<file path="config.mk">
export PLATFORM = sky130hd
export DESIGN_NAME = freq_seq_ctrl
export DESIGN_NICKNAME = d
export VERILOG_FILES = /design/src/rtl/freq_seq_pkg.sv /design/src/rtl/bin2bcd_seq.sv /design/src/rtl/freq_seq_ctrl.sv
export SDC_FILE = /design/constraint.sdc
export NUM_CORES = 1
export LEC_CHECK = 0
export BUFFER_PORTS_ARGS = -buffer_cell sky130_fd_sc_hd__buf_2
export CAP_MARGIN = 15
export CORE_AREA = 2 2 107 109
export DETAILED_ROUTE_END_ITERATION = 8
export DIE_AREA = 0 0 109 111
export SLEW_MARGIN = 20
export SYNTH_ARGS = -nofsm -noshare
export SYNTH_HDL_FRONTEND = slang
export SYNTH_SLANG_ARGS = --single-unit
</file>
<file path="constraint.sdc">
create_clock -name CLK -period 4.55 [get_ports CLK]
set_input_delay 0.455 -clock CLK [delete_from_list [all_inputs] [get_ports CLK]]
set_output_delay 0.455 -clock CLK [all_outputs]
set_load 0.01 [all_outputs]
</file>
<file path="src/rtl/freq_seq_pkg.sv">
// freq_seq_pkg: shared states, digit constants and the BCD adjust helper for the frequency sequencer
package freq_seq_pkg;
  localparam int BCD_DIGITS = 4;
  localparam int NIB_W = 4;
  localparam int MAX_COUNT = 9999;
  localparam int BCD_W = BCD_DIGITS * NIB_W;
  typedef enum logic [2:0] {IDLE, GATE, LATCH, CONVERT, PUBLISH} state_t;
  function automatic logic [BCD_W-1:0] add3(input logic [BCD_W-1:0] v);
    logic [BCD_W-1:0] r;
    r = v;
    for (int i = 0; i < BCD_DIGITS; i++)
      if (v[i*NIB_W +: NIB_W] >= 4'd5) r[i*NIB_W +: NIB_W] = v[i*NIB_W +: NIB_W] + 4'd3;
    return r;
  endfunction
endpackage

</file>
<file path="src/rtl/bin2bcd_seq.sv">
// bin2bcd_seq: iterative shift-add-3 converter, one bit per cycle, done pulses as the last digit settles
module bin2bcd_seq
  import freq_seq_pkg::*;
#(
  parameter int CNT_W = 14
) (
  input  logic             CLK,
  input  logic             reset,
  input  logic             load,
  input  logic [CNT_W-1:0] bin,
  output logic [BCD_W-1:0] bcd,
  output logic             done
);
  localparam int IW = $clog2(CNT_W + 1);
  logic [CNT_W-1:0] sh;
  logic [IW-1:0] left;
  logic [BCD_W+CNT_W-1:0] nxt;
  assign nxt = {add3(bcd), sh} << 1;
  // the load cycle already performs the first shift (adjusting an all-zero BCD is a no-op)
  always_ff @(posedge CLK or negedge reset)
    if (!reset) begin
      bcd <= '0;
      sh <= '0;
      left <= '0;
      done <= 1'b0;
    end else if (load) begin
      bcd <= BCD_W'(bin[CNT_W-1]);
      sh <= bin << 1;
      left <= IW'(CNT_W - 1);
      done <= 1'b0;
    end else begin
      done <= left == IW'(1);
      if (left != '0) begin
        {bcd, sh} <= nxt;
        left <= left - 1'b1;
      end
    end
endmodule

</file>
<file path="src/rtl/freq_seq_ctrl.sv">
// freq_seq_ctrl: gated edge counter with BCD conversion and publish strobe; FREQ_SEQ_LZB_EN adds leading-zero blanking
module freq_seq_ctrl
  import freq_seq_pkg::*;
#(
  parameter int GATE_CYCLES = 100_000_000,
  parameter int CNT_W = 14
) (
  input  logic                  CLK,
  input  logic                  reset,
  input  logic                  IN,
  input  logic                  en,
  output logic [BCD_W-1:0]      bcd,
  output logic                  valid,
  output logic                  ovf,
  output logic                  busy,
  output logic [BCD_DIGITS-1:0] blank
);
  localparam int WIN_W = $clog2(GATE_CYCLES);
  state_t state, state_nxt;
  logic [WIN_W-1:0] win;
  logic [CNT_W-1:0] cnt;
  logic [BCD_W-1:0] conv;
  logic sync1, sync2, sync3, edge_r, ovf_s, ovf_l, last, done;
  assign last = win == WIN_W'(GATE_CYCLES - 1);
  // dropping en abandons the measurement from any state
  assign state_nxt = !en ? IDLE :
    state == IDLE ? GATE :
    state == GATE ? (last ? LATCH : GATE) :
    state == LATCH ? CONVERT :
    state == CONVERT ? (done ? PUBLISH : CONVERT) : GATE;
  always_ff @(posedge CLK or negedge reset)
    if (!reset) begin
      {sync1, sync2, sync3, edge_r} <= '0;
      state <= IDLE;
      busy <= 1'b0;
      win <= '0;
      cnt <= '0;
      ovf_s <= 1'b0;
      ovf_l <= 1'b0;
    end else begin
      sync1 <= IN;
      sync2 <= sync1;
      sync3 <= sync2;
      edge_r <= sync2 & ~sync3;
      state <= state_nxt;
      busy <= state_nxt != IDLE;
      win <= state == GATE && !last ? win + 1'b1 : '0;
      if (state == LATCH) ovf_l <= ovf_s;
      if (state != GATE) begin
        cnt <= '0;
        ovf_s <= 1'b0;
      end else if (edge_r) begin
        if (cnt == CNT_W'(MAX_COUNT)) ovf_s <= 1'b1;
        else cnt <= cnt + 1'b1;
      end
    end
  bin2bcd_seq #(.CNT_W(CNT_W)) u_conv (
    .CLK  (CLK),
    .reset(reset),
    .load (state == LATCH),
    .bin  (cnt),
    .bcd  (conv),
    .done (done)
  );
  always_ff @(posedge CLK or negedge reset)
    if (!reset) begin
      bcd <= '0;
      valid <= 1'b0;
      ovf <= 1'b0;
    end else begin
      valid <= state_nxt == PUBLISH;
      if (state_nxt == PUBLISH) begin
        bcd <= conv;
        ovf <= ovf_l;
      end
    end
`ifdef FREQ_SEQ_LZB_EN
  logic [BCD_DIGITS-1:0] dz;
  always_comb begin
    dz = '0;
    for (int i = 0; i < BCD_DIGITS; i++) dz[i] = conv[i*NIB_W +: NIB_W] == '0;
  end
  always_ff @(posedge CLK or negedge reset)
    if (!reset) blank <= '0;
    else if (state_nxt == PUBLISH) blank <= {dz[3], &dz[3:2], &dz[3:1], 1'b0};
`else
  assign blank = '0;
`endif
endmodule

</file>
==> run summary, run 1 <==
STATUS
-----------------------------------------------------------------------------------------
Status .....................................................................    completed

POWER
-----------------------------------------------------------------------------------------
Sequential share of power ..................................................        46.0%
Logic pwr share ............................................................        21.3%
Total power divided by cell area ...........................................   444 nW/um2
Leak pwr ...................................................................   0.00254 uW
Switching fraction of total power ..........................................        29.7%
Internal power consumption .................................................      1680 uW
Clock group share of total power ...........................................        32.7%
Power Total ................................................................      2390 uW
Maximum vdd drop ...........................................................     0.270 mV
Net load switching power ...................................................       710 uW

JOB
-----------------------------------------------------------------------------------------
Count of max-cap constraint violations .....................................            0

CELLS AND AREA
-----------------------------------------------------------------------------------------
Most frequent standard cell in the layout excluding fill and tap cells ..... sky130_fd_sc_hd__nand2_1
Total inserted antenna cells ...............................................            0
Layout overhead on the synthesized area ....................................        10.8%
Share of final-layout standard cells stronger than drive strength 1 ........        8.07%
Core Util, Final ...........................................................        48.6%
Final net count ............................................................          558
Commonest cells after routing, fill and taps aside ......................... 105 x sky130_fd_sc_hd__nand2_1, 103 x sky130_fd_sc_hd__dfrtp_1, 72 x sky130_fd_sc_hd__nor2_1, 24 x sky130_fd_sc_hd__xnor2_1, 22 x sky130_fd_sc_hd__a21oi_1

FLOORPLANNING
-----------------------------------------------------------------------------------------
Overall die width ..........................................................       109 um
Die Outline Area ...........................................................    12100 um2
Std-Cell Core Area .........................................................    11100 um2
Die boundary height ........................................................       111 um
Initial core utilization ...................................................        43.9%
Boundary Pins ..............................................................           27
Placement row count ........................................................           39

TIMING
-----------------------------------------------------------------------------------------
Headroom to the max-slew limit .............................................        36.1%
Clock tree skew after final layout .........................................   0.00769 ns
Fin crit share .............................................................        52.3%
Setup TNS after final layout ...............................................         0 ns
Min cycle time layout ......................................................      2.38 ns
Slew at the pin closest to its max-slew limit ..............................     0.956 ns
Final setup vio count ......................................................            0
Final count of pins violating max slew .....................................            0
Maximum clock frequency ....................................................    0.420 GHz
Hold violation total from the final report .................................            0
RSZ-0062 raised after global routing .......................................           no

ROUTING
-----------------------------------------------------------------------------------------
Number of detailed-route iterations in the first pass ......................            4
Total wirelength of the detailed-routed design .............................      9.25 mm
Initial DRC count ..........................................................          106
DRC errors left ............................................................            0
Antenna viol nets, final ...................................................            0
Average via count per standard cell ........................................         5.14
Wire length per cell after detailed routing ................................      13.5 um
Total number of vias .......................................................         3533

SETUP PATH
-----------------------------------------------------------------------------------------
Reg2Reg Capture Point ...................................................... win[13]$_DFF_PN0_
Critical path capture point type ...........................................    flip-flop
Startpoint class of the critical path ......................................    flip-flop
Launch point of the worst path ............................................. win[0]$_DFF_PN0_
Worst flop-to-flop path startpoint ......................................... win[0]$_DFF_PN0_
Number of cells traversed by the worst register-to-register path ...........            6
Data arrival time at the worst-slack endpoint ..............................      2.58 ns
Maximum net fanout on the critical path ....................................           20
R2R setup slack ............................................................      2.17 ns
Required time reported for the critical path endpoint ......................      4.75 ns
Path type of the worst setup path .......................................... flip-flop to flip-flop
Last element of the critical path .......................................... win[13]$_DFF_PN0_

YOSYS
-----------------------------------------------------------------------------------------
Proportion of register bits with asynchronous set or reset after synthesis .         100%
Per-instance average area after synthesis ..................................     9.28 um2
Gate count after technology mapping ........................................          524
Number of distinct library cells after synthesis ...........................           40
Register bit count reported by yosys .......................................          103
Post-Syn Area ..............................................................     4860 um2
Number of enable-type register cells in the synthesized netlist ............            0
Yosys synthesis warning count ..............................................            0
Dominant synthesized flop cell ............................................. sky130_fd_sc_hd__dfrtp_1
Part of the Yosys area used for sequential elements ........................        53.0%

GLOBAL ROUTING
-----------------------------------------------------------------------------------------
Gr ovfl total ..............................................................            0
Antenna violations before repair ...........................................            0
Largest net degree at the start of global routing ..........................           67
Number of global-route vias before repair ..................................         3583
GRT Util Overall ...........................................................        16.9%
First-pass GRT wire length .................................................      16.2 mm

CTS
-----------------------------------------------------------------------------------------
Clock tree root buffer cell ................................................ sky130_fd_sc_hd__clkbuf_16
Total clock sinks ..........................................................          103
TritonCTS clock tree .......................................................         done
Clock H-tree levels ........................................................            3
Number of buffers created by CTS ...........................................            9
Worst-Skew Late Latency ....................................................      0.35 ns
Largest buffer count on any clock path .....................................            2
Post-CTS setup-driven buffer insertion count ...............................            0
CTS Hold Buffers Added .....................................................            0
CTS-repair resized insts ...................................................            0
Clock-pin slew of the registers on the worst-case setup and hold paths .....      0.07 ns

HOLD PATH
-----------------------------------------------------------------------------------------
Hold WC Path Type .......................................................... input pin to async pin

PLACED DESIGN
-----------------------------------------------------------------------------------------
Post-detailed-placement half-perimeter wirelength ..........................      6.13 mm
Port Buffer Count ..........................................................           22
Gpl congestion .............................................................        0.783

## synth_stat cells (all sizes together) (3+ instances only)
| library cell | number | area [um2] |
|---|---|---|
| nor4 | 5 | 31.3 |
| nand3 | 19 | 95.1 |
| nor3 | 11 | 55.1 |
| buf | 7 | 43.8 |
| inv | 16 | 60.1 |
| nand2 | 105 | 394 |
| xor2 | 20 | 175 |
| and4 | 5 | 43.8 |
| dfrtp | 103 | 2580 |
| and3 | 9 | 61.3 |
| a211oi | 4 | 35.0 |
| nand4 | 11 | 83.8 |
| a31oi | 13 | 81.3 |
| mux2i | 3 | 30.0 |
| nand2b | 5 | 31.3 |
| ha | 13 | 163 |
| clkbuf | 15 | 56.3 |
| nor2 | 72 | 270 |
| xnor2 | 24 | 210 |
| and2 | 6 | 37.5 |
| o21ai | 21 | 105 |
| a21oi | 22 | 110 |
## stage by stage
step	setup slack, ns	hold WS [ns]	cells	instance area, um2
2_1_floorplan	2.52	0.159	527	4870
3_3_place_gp	2.23	0.334	673	5090
3_5_place_dp	2.15	0.337	673	5090
4_1_cts	2.15	0.199	688	5390
5_1_grt	1.96	0.193	688	5390
6_report	2.17	0.209	688	5390
## how the worst min path moves through the flow
stage | start | to | slack, ns
6_report | reset | u_conv.bcd[2]$_DFFE_PN0P_ | 0.21
5_1_grt | IN | sync1$_DFF_PN0_ | 0.19
4_1_cts | IN | sync1$_DFF_PN0_ | 0.20
3_5_place_dp | sync1$_DFF_PN0_ | sync2$_DFF_PN0_ | 0.34
3_3_place_gp | sync1$_DFF_PN0_ | sync2$_DFF_PN0_ | 0.33
2_1_floorplan | reset | bcd[0]$_DFFE_PN0N_ | 0.16
## cell type report
cell class,instances,area (um2)
fill,1046,5690
sequential,103,2580
multi-input combinational,385,2130
clock buffer,11,253
tap,143,179
timing repair buffer,25,135
inverter,17,63.8
clock inverter,4,45.0
## cells by family (layout without fill, tap and decap cells)
logic type	after synthesis	after routing	share of synthesized area [%]
xor gates and xnor gates	44	44	7.92
other	1	4	0.0771
buffers and inverters	39	57	3.37
adders and majority gates	13	13	3.34
DFF	103	103	53.0
muxes	3	3	0.617
AOI/OAI and AO/OA	62	62	7.20
and+or+nand+nor	259	259	24.5
## critical path, stage by stage, from the launching register on
cell	delay [ns]
sky130_fd_sc_hd__dfrtp_1	0.40
sky130_fd_sc_hd__ha_1	0.22
sky130_fd_sc_hd__and3_1	0.26
sky130_fd_sc_hd__nand2_1	0.11
sky130_fd_sc_hd__or4_4	0.50
sky130_fd_sc_hd__or2b_1	0.63
sky130_fd_sc_hd__nor2_1	0.12
## state kept, by name, indices dropped and copies added (netlist names)
name         cells
sync1            1
sync3            1
u_conv.done      1
cnt             14
bcd             16
edge_r           1
sync2            1
busy             1
ovf_s            1
u_conv.sh       13
u_conv.bcd      16
valid            1
u_conv.left      4
win             27
ovf              1
state            3
ovf_l            1
## power by group through the flow
stage	registers, uW	logic, uW	clock network, uW
after CTS	1100	516	810
after global routing	1110	592	853
after floorplan	1090	419	0
after global placement	1110	496	0
final	1100	509	781
after detailed placement	1120	513	0
## routing by layer
metal | routed length (um) | track usage (%)
met5 | 0 | 0
met4 | 109 | 5.56
met3 | 273 | 5.29
met2 | 4470 | 27.2
met1 | 4400 | 21.4
No activity file was read; power rests on OpenSTA's default activity.
==> run 2, diff against run 1 <==
Settings changed: ABC_AREA set to 1, CORE_AREA 2 2 107 109 to 2 2 113 115, DIE_AREA 0 0 109 111 to 0 0 115 117.
Clock period 4.55 ns to 2.4 ns, I/O delays scaled along.
==> run 2 against run 1 <==
Fmax is 19% higher. Cell area is 10% higher. Die area is 11% higher. Register-to-register slack worse by 1.8 ns. Clock-buffer cell count is 1 lower. Clock power is 83% higher. Combinational power grew to 3.6 times the previous value. Power is 140% higher. Global-route usage is 1.8 points higher. Core utilization is 0.37 points lower. Highest routed layer unchanged.
==> run summary, run 2 <==
ROUTING
-----------------------------------------------------------------------------------------
Total number of vias .......................................................         4362   was 3533
Total wirelength of the detailed-routed design .............................      11.4 mm   was 9.25 mm
Number of detailed-route iterations in the first pass ......................            5   was 4
Average via count per standard cell ........................................         5.10   was 5.14
DRC errors left ............................................................            0   unchanged
Wire length per cell after detailed routing ................................      13.4 um   was 13.5 um
Antenna viol nets, final ...................................................            0   unchanged
Initial DRC count ..........................................................          226   was 106

YOSYS
-----------------------------------------------------------------------------------------
Per-instance average area after synthesis ..................................     8.00 um2   was 9.28 um2
Most used standard cell by instance count after synthesis .................. sky130_fd_sc_hd__nand2_1   unchanged
Number of enable-type register cells in the synthesized netlist ............            0   unchanged
Synthesized-area fraction occupied by adder cells ..........................        3.01%   was 3.34%
Part of the Yosys area used for sequential elements ........................        47.8%   was 53.0%
Area contributors post-synth ............................................... sky130_fd_sc_hd__dfrtp_1 48%, sky130_fd_sc_hd__nand2_1 10%, sky130_fd_sc_hd__nor2_1 8.6%   was sky130_fd_sc_hd__dfrtp_1 53%, sky130_fd_sc_hd__nand2_1 8.1%, sky130_fd_sc_hd__nor2_1 5.6%
Fraction of synthesized area in multiplexers ...............................       0.209%   was 0.617%
Post-Syn Area ..............................................................     5400 um2   was 4860 um2
Area fraction of the dominant cell type after synthesis ....................        47.8%   was 53.0%
Yosys synthesis warning count ..............................................            0   unchanged
Number of distinct library cells after synthesis ...........................           38   was 40
Dominant synthesized flop cell ............................................. sky130_fd_sc_hd__dfrtp_1   unchanged
Proportion of register bits with asynchronous set or reset after synthesis .         100%   unchanged
Largest family of logic cells by synthesized area .......................... simple AND/OR/NAND/NOR gates   unchanged
Register bit count reported by yosys .......................................          103   unchanged
Gate count after technology mapping ........................................          675   was 524
Most used standard cells in the synthesized netlist ........................ 149 x sky130_fd_sc_hd__nand2_1, 124 x sky130_fd_sc_hd__nor2_1, 103 x sky130_fd_sc_hd__dfrtp_1   was 105 x sky130_fd_sc_hd__nand2_1, 103 x sky130_fd_sc_hd__dfrtp_1, 72 x sky130_fd_sc_hd__nor2_1
XOR/XNOR share of the synthesized area .....................................        3.08%   was 7.92%
Area fraction in compound gates after synthesis ............................        9.30%   was 7.20%
Yosys top cell by area ..................................................... sky130_fd_sc_hd__dfrtp_1   unchanged
Share of synthesized cell area in and, or, nand and nor gates ..............        28.4%   was 24.5%

CTS
-----------------------------------------------------------------------------------------
Worst-Skew Late Latency ....................................................      0.35 ns   about the same
Clock-pin slew of the registers on the worst-case setup and hold paths .....      0.07 ns   about the same
TritonCTS clock tree .......................................................         done   unchanged
CTS-repair resized insts ...................................................            0   unchanged
Total clock sinks ..........................................................          103   unchanged
Number of buffers created by CTS ...........................................            9   unchanged
Clock H-tree levels ........................................................            3   unchanged
Largest buffer count on any clock path .....................................            2   unchanged
Clock tree root buffer cell ................................................ sky130_fd_sc_hd__clkbuf_16   unchanged

CELLS AND AREA
-----------------------------------------------------------------------------------------
Final net count ............................................................          717   was 558
Total inserted antenna cells ...............................................            0   unchanged
Registers with the most flip-flops ......................................... win: 27 flops, bcd: 16 flops, u_conv.bcd: 16 flops   unchanged
Number of flip-flops in the largest register ...............................           27   unchanged
Layout Cell Area excl Fill .................................................     5940 um2   was 5390 um2
Share of final-layout standard cells stronger than drive strength 1 ........        11.8%   was 8.07%
Register name with the most flops ..........................................          win   unchanged
Most frequent standard cell in the layout excluding fill and tap cells ..... sky130_fd_sc_hd__nand2_1   unchanged
Layout overhead on the synthesized area ....................................        10.1%   was 10.8%
Commonest cells after routing, fill and taps aside ......................... 149 x sky130_fd_sc_hd__nand2_1, 124 x sky130_fd_sc_hd__nor2_1, 103 x sky130_fd_sc_hd__dfrtp_1, 73 x sky130_fd_sc_hd__inv_1, 45 x sky130_fd_sc_hd__nand3_1   was 105 x sky130_fd_sc_hd__nand2_1, 103 x sky130_fd_sc_hd__dfrtp_1, 72 x sky130_fd_sc_hd__nor2_1, 24 x sky130_fd_sc_hd__xnor2_1, 22 x sky130_fd_sc_hd__a21oi_1

PLACED DESIGN
-----------------------------------------------------------------------------------------
Pre-CTS setup slack ........................................................     0.420 ns   was 2.15 ns
Gpl congestion .............................................................        0.942   was 0.783
Port Buffer Count ..........................................................           22   unchanged
Area post-placement ........................................................     5630 um2   was 5090 um2
Post-detailed-placement half-perimeter wirelength ..........................      8.34 mm   was 6.13 mm

POWER
-----------------------------------------------------------------------------------------
Net load switching power ...................................................      2060 uW   was 710 uW
Clock group share of total power ...........................................        25.2%   was 32.7%
Logic pwr share ............................................................        32.2%   was 21.3%
Total power divided by cell area ...........................................   954 nW/um2   was 444 nW/um2
Maximum vdd drop ...........................................................     0.479 mV   was 0.270 mV
Switching fraction of total power ..........................................        36.3%   was 29.7%
Internal power consumption .................................................      3610 uW   was 1680 uW
Leak pwr ...................................................................   0.00268 uW   was 0.00254 uW
Sequential share of power ..................................................        42.6%   was 46.0%

GLOBAL ROUTING
-----------------------------------------------------------------------------------------
First-pass GRT wire length .................................................      19.7 mm   was 16.2 mm
Met2 usage in global routing ...............................................        30.2%   was 27.2%
Gr ovfl total ..............................................................            0   unchanged
Antenna violations before repair ...........................................            0   unchanged
Global routing met3 resource utilization ...................................        4.94%   was 5.29%
Largest net degree at the start of global routing ..........................           44   was 67
GRT Util Overall ...........................................................        18.7%   was 16.9%
Number of global-route vias before repair ..................................         4179   was 3583
GR Layer Usage met1 ........................................................        25.0%   was 21.4%
Most Crowded Layer GR ......................................................         met2   unchanged

SETUP PATH
-----------------------------------------------------------------------------------------
Kind of cell adding the most delay to the critical path .................... simple AND/OR/NAND/NOR gates   unchanged
Worst flop-to-flop path startpoint ......................................... state[2]$_DFF_PN0_   was win[0]$_DFF_PN0_
Slowest stage cell on the critical path .................................... sky130_fd_sc_hd__dfrtp_1   was sky130_fd_sc_hd__or2b_1
Startpoint class of the critical path ......................................    flip-flop   unchanged
Worst path bufs/invs .......................................................            2   was 0
CP Cell Sequence ........................................................... inv_1 -> nand3b_4 -> nand2_4 -> nand2_4 -> inv_2 -> o21ai_0 -> o22ai_1   was ha_1 -> and3_1 -> nand2_1 -> or4_4 -> or2b_1 -> nor2_1
Data arrival time at the worst-slack endpoint ..............................      2.28 ns   was 2.58 ns
Required time reported for the critical path endpoint ......................      2.67 ns   was 4.75 ns
Launch point of the worst path ............................................. state[2]$_DFF_PN0_   was win[0]$_DFF_PN0_
Last element of the critical path .......................................... u_conv.bcd[4]$_DFFE_PN0P_   was win[13]$_DFF_PN0_
Largest incremental delay on the critical path .............................      0.42 ns   was 0.63 ns
R2R setup slack ............................................................      0.39 ns   was 2.17 ns
Critical path capture point type ...........................................    flip-flop   unchanged
Reg2Reg Capture Point ...................................................... u_conv.bcd[4]$_DFFE_PN0P_   was win[13]$_DFF_PN0_
Path type of the worst setup path .......................................... flip-flop to flip-flop   unchanged
Maximum net fanout on the critical path ....................................           27   was 20
Number of cells traversed by the worst register-to-register path ...........            7   was 6
Most prevalent standard cell on the critical path .......................... sky130_fd_sc_hd__nand2_4
Count of cell instances traversed by the critical path .....................            7   was 6

STATUS
-----------------------------------------------------------------------------------------
Status .....................................................................    completed   unchanged

HOLD PATH
-----------------------------------------------------------------------------------------
Hold WC Path Type .......................................................... input pin to flip-flop   was input pin to async pin

TIMING
-----------------------------------------------------------------------------------------
Fin crit share .............................................................        83.6%   was 52.3%
Final worst slack ..........................................................     0.394 ns   was 2.17 ns
Final setup vio count ......................................................            0   unchanged
Hold violation total from the final report .................................            0   unchanged
Slew at the pin closest to its max-slew limit ..............................     0.619 ns   was 0.956 ns
Headroom to the max-slew limit .............................................        58.6%   was 36.1%
Setup TNS after final layout ...............................................         0 ns   unchanged
Final count of pins violating max slew .....................................            0   unchanged
Clock tree skew after final layout .........................................   0.00682 ns   was 0.00769 ns
Maximum clock frequency ....................................................    0.499 GHz   was 0.420 GHz
RSZ-0062 raised after global routing .......................................           no   unchanged
Min cycle time layout ......................................................      2.01 ns   was 2.38 ns

FLOORPLANNING
-----------------------------------------------------------------------------------------
Die Outline Area ...........................................................    13500 um2   was 12100 um2
Boundary Pins ..............................................................           27   unchanged
Placement row count ........................................................           41   was 39
Overall die width ..........................................................       115 um   was 109 um
Std-Cell Core Area .........................................................    12300 um2   was 11100 um2
Die boundary height ........................................................       117 um   was 111 um
Initial core utilization ...................................................        43.8%   was 43.9%

JOB
-----------------------------------------------------------------------------------------
Count of max-cap constraint violations .....................................            0   unchanged

==> run 2: how the worst min path moves through the flow <==
stage | endpoint | depth (start not counted) | start | slack [ns]
finish | busy$_DFF_PN0_ | 1 | en | 0.04
global route | busy$_DFF_PN0_ | 1 | en | 0.03
CTS | busy$_DFF_PN0_ | 1 | en | 0.04
detailed placement | win[22]$_DFF_PN0_ | 1 | reset | 0.27
global placement | win[22]$_DFF_PN0_ | 1 | reset | 0.27
floorplan | bcd[0]$_DFFE_PN0N_ | 0 | reset | -0.06
==> run 2: per-stage QoR <==
step	util, %	total power [uW]	hold slack (ns)	std cells
floorplan	-	3800	-0.0556	678
global placement	45.8	4200	0.269	837
detailed placement	45.8	4280	0.274	837
CTS	48.3	5740	0.0373	855
global route	48.3	6140	0.0284	855
finish	48.3	5670	0.0415	855
==> run 2: cells by family after synthesis <==
| kind of cell | count (synthesis) |
|---|---|
| flip-flops | 103 |
| multiplexers | 1 |
| adder cells (fa/ha/maj) | 13 |
| AO/OA/AOI/OAI | 83 |
| buffers and inverters | 98 |
| XOR/XNOR | 19 |
| other | 1 |
| AND/OR/NAND/NOR | 357 |
==> run 2: timing repair <==
action	in CTS	in global routing
endpoints found under the hold margin	41	0
hold buffers	2	0
buffers inserted	0	0
==> run 2: power groups by stage <==
stage               registers, uW  clock network (uW)  logic [uW]
CTS                          2420                1480        1840
global route                 2480                1560        2100
global placement             2440                   0        1760
finish                       2420                1430        1830
floorplan                    2470                   0        1330
detailed placement           2450                   0        1830
==> run 2: area by class of cell <==
type / count / area (um2)
Timing Repair Buffer: 33 / 213
Fill cell: 1187 / 6370
Inverter: 76 / 285
Sequential cell: 103 / 2580
Tap cell: 150 / 188
Clock buffer: 10 / 239
Multi-Input combinational cell: 477 / 2390
Clock inverter: 6 / 50.0
==> run 2: worst register-to-register path, stage by stage (launching register included) <==
cell	delay, ns
sky130_fd_sc_hd__dfrtp_1	0.42
sky130_fd_sc_hd__inv_1	0.15
sky130_fd_sc_hd__nand3b_4	0.26
sky130_fd_sc_hd__nand2_4	0.37
sky130_fd_sc_hd__nand2_4	0.23
sky130_fd_sc_hd__inv_2	0.25
sky130_fd_sc_hd__o21ai_0	0.13
sky130_fd_sc_hd__o22ai_1	0.11
==> run 2: per-layer routing <==
metal,vias to the layer above,share of wire [%]
li1,2188,-
met1,2076,48
met2,85,47
met3,13,4.2
met4,0,1.3
met5,-,0
==> run 3, diff against run 2 <==
Clock period 2.4 ns to 2.07 ns, I/O delays scaled along.
==> run 3 against run 2 <==
Sequential cell count is the same. Hold slack better by 0.31 ns. Via count down 3.4%. Combinational power is 18% higher. Global-route usage is 0.49 points lower. Routed wire length is 1.3% lower. Critical endpoint is now cnt[9]$_DFFE_PN0P_. Clock-buffer cell count is the same. Non-clock buffer count did not move. Largest power group unchanged. Core utilization is 0.49 points higher. Cell area is 1.0% higher. Clock power rose by 22%. Highest routed layer unchanged.
==> run summary, run 3 (same netlist as run 2, synthesis figures left out) <==
ROUTING
-------------------------------------------------------------------------------------
Initial DRC count ......................................................          248   was 226
Antenna viol nets, final ...............................................            0   unchanged
Total wirelength of the detailed-routed design .........................      11.3 mm   was 11.4 mm
Average via count per standard cell ....................................         4.93   was 5.10
DRC errors left ........................................................            0   unchanged
Number of detailed-route iterations in the first pass ..................            4   was 5
Total number of vias ...................................................         4213   was 4362
Wire length per cell after detailed routing ............................      13.2 um   was 13.4 um

PLACED DESIGN
-------------------------------------------------------------------------------------
Gpl congestion .........................................................        0.918   was 0.942
Post-detailed-placement half-perimeter wirelength ......................      7.99 mm   was 8.34 mm
Port Buffer Count ......................................................           22   unchanged
Area post-placement ....................................................     5660 um2   was 5630 um2

SETUP PATH
-------------------------------------------------------------------------------------
CP Cell Sequence ....................................................... ha_1 -> inv_2 -> nor2_4 -> inv_1 -> nor2_1 -> nand3_1 -> nand2_4 -> o21ai_0   was inv_1 -> nand3b_4 -> nand2_4 -> nand2_4 -> inv_2 -> o21ai_0 -> o22ai_1
Path type of the worst setup path ...................................... flip-flop to flip-flop   unchanged
Kind of cell adding the most delay to the critical path ................ simple AND/OR/NAND/NOR gates   unchanged
Critical path capture point type .......................................    flip-flop   unchanged
Largest incremental delay on the critical path .........................      0.42 ns   about the same
Worst flop-to-flop path startpoint ..................................... cnt[0]$_DFFE_PN0P_   was state[2]$_DFF_PN0_
R2R setup slack ........................................................      0.34 ns   was 0.39 ns
Required time reported for the critical path endpoint ..................      2.30 ns   was 2.67 ns
Data arrival time at the worst-slack endpoint ..........................      1.96 ns   was 2.28 ns
Number of cells traversed by the worst register-to-register path .......            8   was 7
Worst path bufs/invs ...................................................            2   unchanged
Startpoint class of the critical path ..................................    flip-flop   unchanged
Slowest stage cell on the critical path ................................ sky130_fd_sc_hd__dfrtp_1   unchanged
Maximum net fanout on the critical path ................................           22   was 27
Reg2Reg Capture Point .................................................. cnt[9]$_DFFE_PN0P_   was u_conv.bcd[4]$_DFFE_PN0P_

CELLS AND AREA
-------------------------------------------------------------------------------------
Share of final-layout standard cells stronger than drive strength 1 ....        11.5%   was 11.8%
Layout Cell Area excl Fill .............................................     6000 um2   was 5940 um2
Fillers ................................................................         1195   was 1187
Registers with the most flip-flops ..................................... win: 27 flops, bcd: 16 flops, u_conv.bcd: 16 flops   unchanged
Layout overhead on the synthesized area ................................        11.2%   was 10.1%
Most frequent standard cell in the layout excluding fill and tap cells . sky130_fd_sc_hd__nand2_1   unchanged
Total inserted antenna cells ...........................................            0   unchanged
Number of flip-flops in the largest register ...........................           27   unchanged
Commonest cells after routing, fill and taps aside ..................... 149 x sky130_fd_sc_hd__nand2_1, 124 x sky130_fd_sc_hd__nor2_1, 103 x sky130_fd_sc_hd__dfrtp_1, 73 x sky130_fd_sc_hd__inv_1, 45 x sky130_fd_sc_hd__nand3_1   unchanged
Final net count ........................................................          717   unchanged
Register name with the most flops ......................................          win   unchanged

POWER
-------------------------------------------------------------------------------------
Sequential share of power ..............................................        41.8%   was 42.6%
Internal power consumption .............................................      4330 uW   was 3610 uW
Logic pwr share ........................................................        32.2%   about the same
Clock group share of total power .......................................        26.1%   was 25.2%
Maximum vdd drop .......................................................     0.627 mV   was 0.479 mV
Net load switching power ...............................................      2380 uW   was 2060 uW
Leak pwr ...............................................................   0.00270 uW   was 0.00268 uW
Total power divided by cell area .......................................  1120 nW/um2   was 954 nW/um2
Switching fraction of total power ......................................        35.5%   was 36.3%

TIMING
-------------------------------------------------------------------------------------
Min cycle time layout ..................................................      1.73 ns   was 2.01 ns
Setup TNS after final layout ...........................................         0 ns   unchanged
Clock tree skew after final layout .....................................   0.00907 ns   was 0.00682 ns
Maximum clock frequency ................................................    0.577 GHz   was 0.499 GHz
RSZ-0062 raised after global routing ...................................           no   unchanged
Hold violation total from the final report .............................            0   unchanged
Final count of pins violating max slew .................................            0   unchanged
Fin crit share .........................................................        83.7%   was 83.6%
Final setup vio count ..................................................            0   unchanged

CTS
-------------------------------------------------------------------------------------
Total clock sinks ......................................................          103   unchanged
Largest buffer count on any clock path .................................            2   unchanged
Clock H-tree levels ....................................................            3   unchanged
Post-CTS setup-driven buffer insertion count ...........................            0   unchanged
Clock tree root buffer cell ............................................ sky130_fd_sc_hd__clkbuf_16   unchanged
Worst-Skew Late Latency ................................................      0.35 ns   about the same
Clock-pin slew of the registers on the worst-case setup and hold paths .      0.07 ns   about the same
Number of buffers created by CTS .......................................            9   unchanged
TritonCTS clock tree ...................................................         done   unchanged

FLOORPLANNING
-------------------------------------------------------------------------------------
Overall die width ......................................................       115 um   unchanged
Initial core utilization ...............................................        43.8%   unchanged
Die boundary height ....................................................       117 um   unchanged
Placement row count ....................................................           41   unchanged
Boundary Pins ..........................................................           27   unchanged
Die Outline Area .......................................................    13500 um2   unchanged
Std-Cell Core Area .....................................................    12300 um2   unchanged

GLOBAL ROUTING
-------------------------------------------------------------------------------------
GRT Util Overall .......................................................        18.2%   was 18.7%
Number of global-route vias before repair ..............................         4017   was 4179
First-pass GRT wire length .............................................      19.3 mm   was 19.7 mm
Largest net degree at the start of global routing ......................           42   was 44
Gr ovfl total ..........................................................            0   unchanged
Antenna violations before repair .......................................            0   unchanged

STATUS
-------------------------------------------------------------------------------------
Status .................................................................    completed   unchanged

JOB
-------------------------------------------------------------------------------------
Count of max-cap constraint violations .................................            0   unchanged

HOLD PATH
-------------------------------------------------------------------------------------
Hold WC Path Type ...................................................... input pin to async pin   was input pin to flip-flop

run 3: cell type report:
cell class	instances	area (um2)	share of cell area, %
Multi-Input combinational cell	477	2390	39.9
Sequential cell	103	2580	42.9
Inverter	76	285	4.75
Timing Repair Buffer	33	253	4.21
Clock inverter	5	65.1	1.08
Clock buffer	10	239	3.98
Tap cell	150	188	3.13
run 3: stage by stage:
stage | total power [uW] | hold slack (ns) | std cells | util, % | worst slack [ns]
floorplan | 4410 | -0.0886 | 678 | - | 0.529
global placement | 4920 | 0.201 | 836 | 46.0 | 0.322
detailed placement | 5010 | 0.196 | 836 | 46.0 | 0.238
CTS | 6800 | 0.357 | 854 | 48.7 | 0.233
global route | 7250 | 0.374 | 854 | 48.8 | 0.101
finish | 6710 | 0.354 | 854 | 48.8 | 0.337
run 3: worst max path at each step:
stage | start | endpoint | cells past startpoint
final | cnt[0]$_DFFE_PN0P_ | cnt[9]$_DFFE_PN0P_ | 8
after global routing | cnt[0]$_DFFE_PN0P_ | cnt[10]$_DFFE_PN0P_ | 9
after CTS | cnt[0]$_DFFE_PN0P_ | cnt[9]$_DFFE_PN0P_ | 8
after detailed placement | cnt[0]$_DFFE_PN0P_ | cnt[9]$_DFFE_PN0P_ | 8
after global placement | cnt[0]$_DFFE_PN0P_ | cnt[9]$_DFFE_PN0P_ | 8
after floorplan | win[0]$_DFF_PN0_ | win[0]$_DFF_PN0_ | 10
run 3: metal layers:
metal / up-vias / global-route usage, % / part of all wire, %
met2: 48 / 29.2 / 46
li1: 2193 / - / -
met1: 1964 / 24.2 / 50
met3: 8 / 5.30 / 3.1
met4: 0 / 5.22 / 0.98
met5: - / 0 / 0
run 3: power by group through the flow:
stage | clock network [uW] | logic [uW] | registers (uW)
final | 1750 | 2160 | 2800
after global routing | 1890 | 2490 | 2870
after CTS | 1810 | 2180 | 2800
after detailed placement | 0 | 2170 | 2840
after global placement | 0 | 2100 | 2820
after floorplan | 0 | 1540 | 2870
run 3: repair_timing:
action                                  4_1_cts  5_1_grt
hold buffers                                  3        0
gates resized for setup                       0        1
hold endpoints to repair                     34        0
endpoints found under the setup margin        0        1
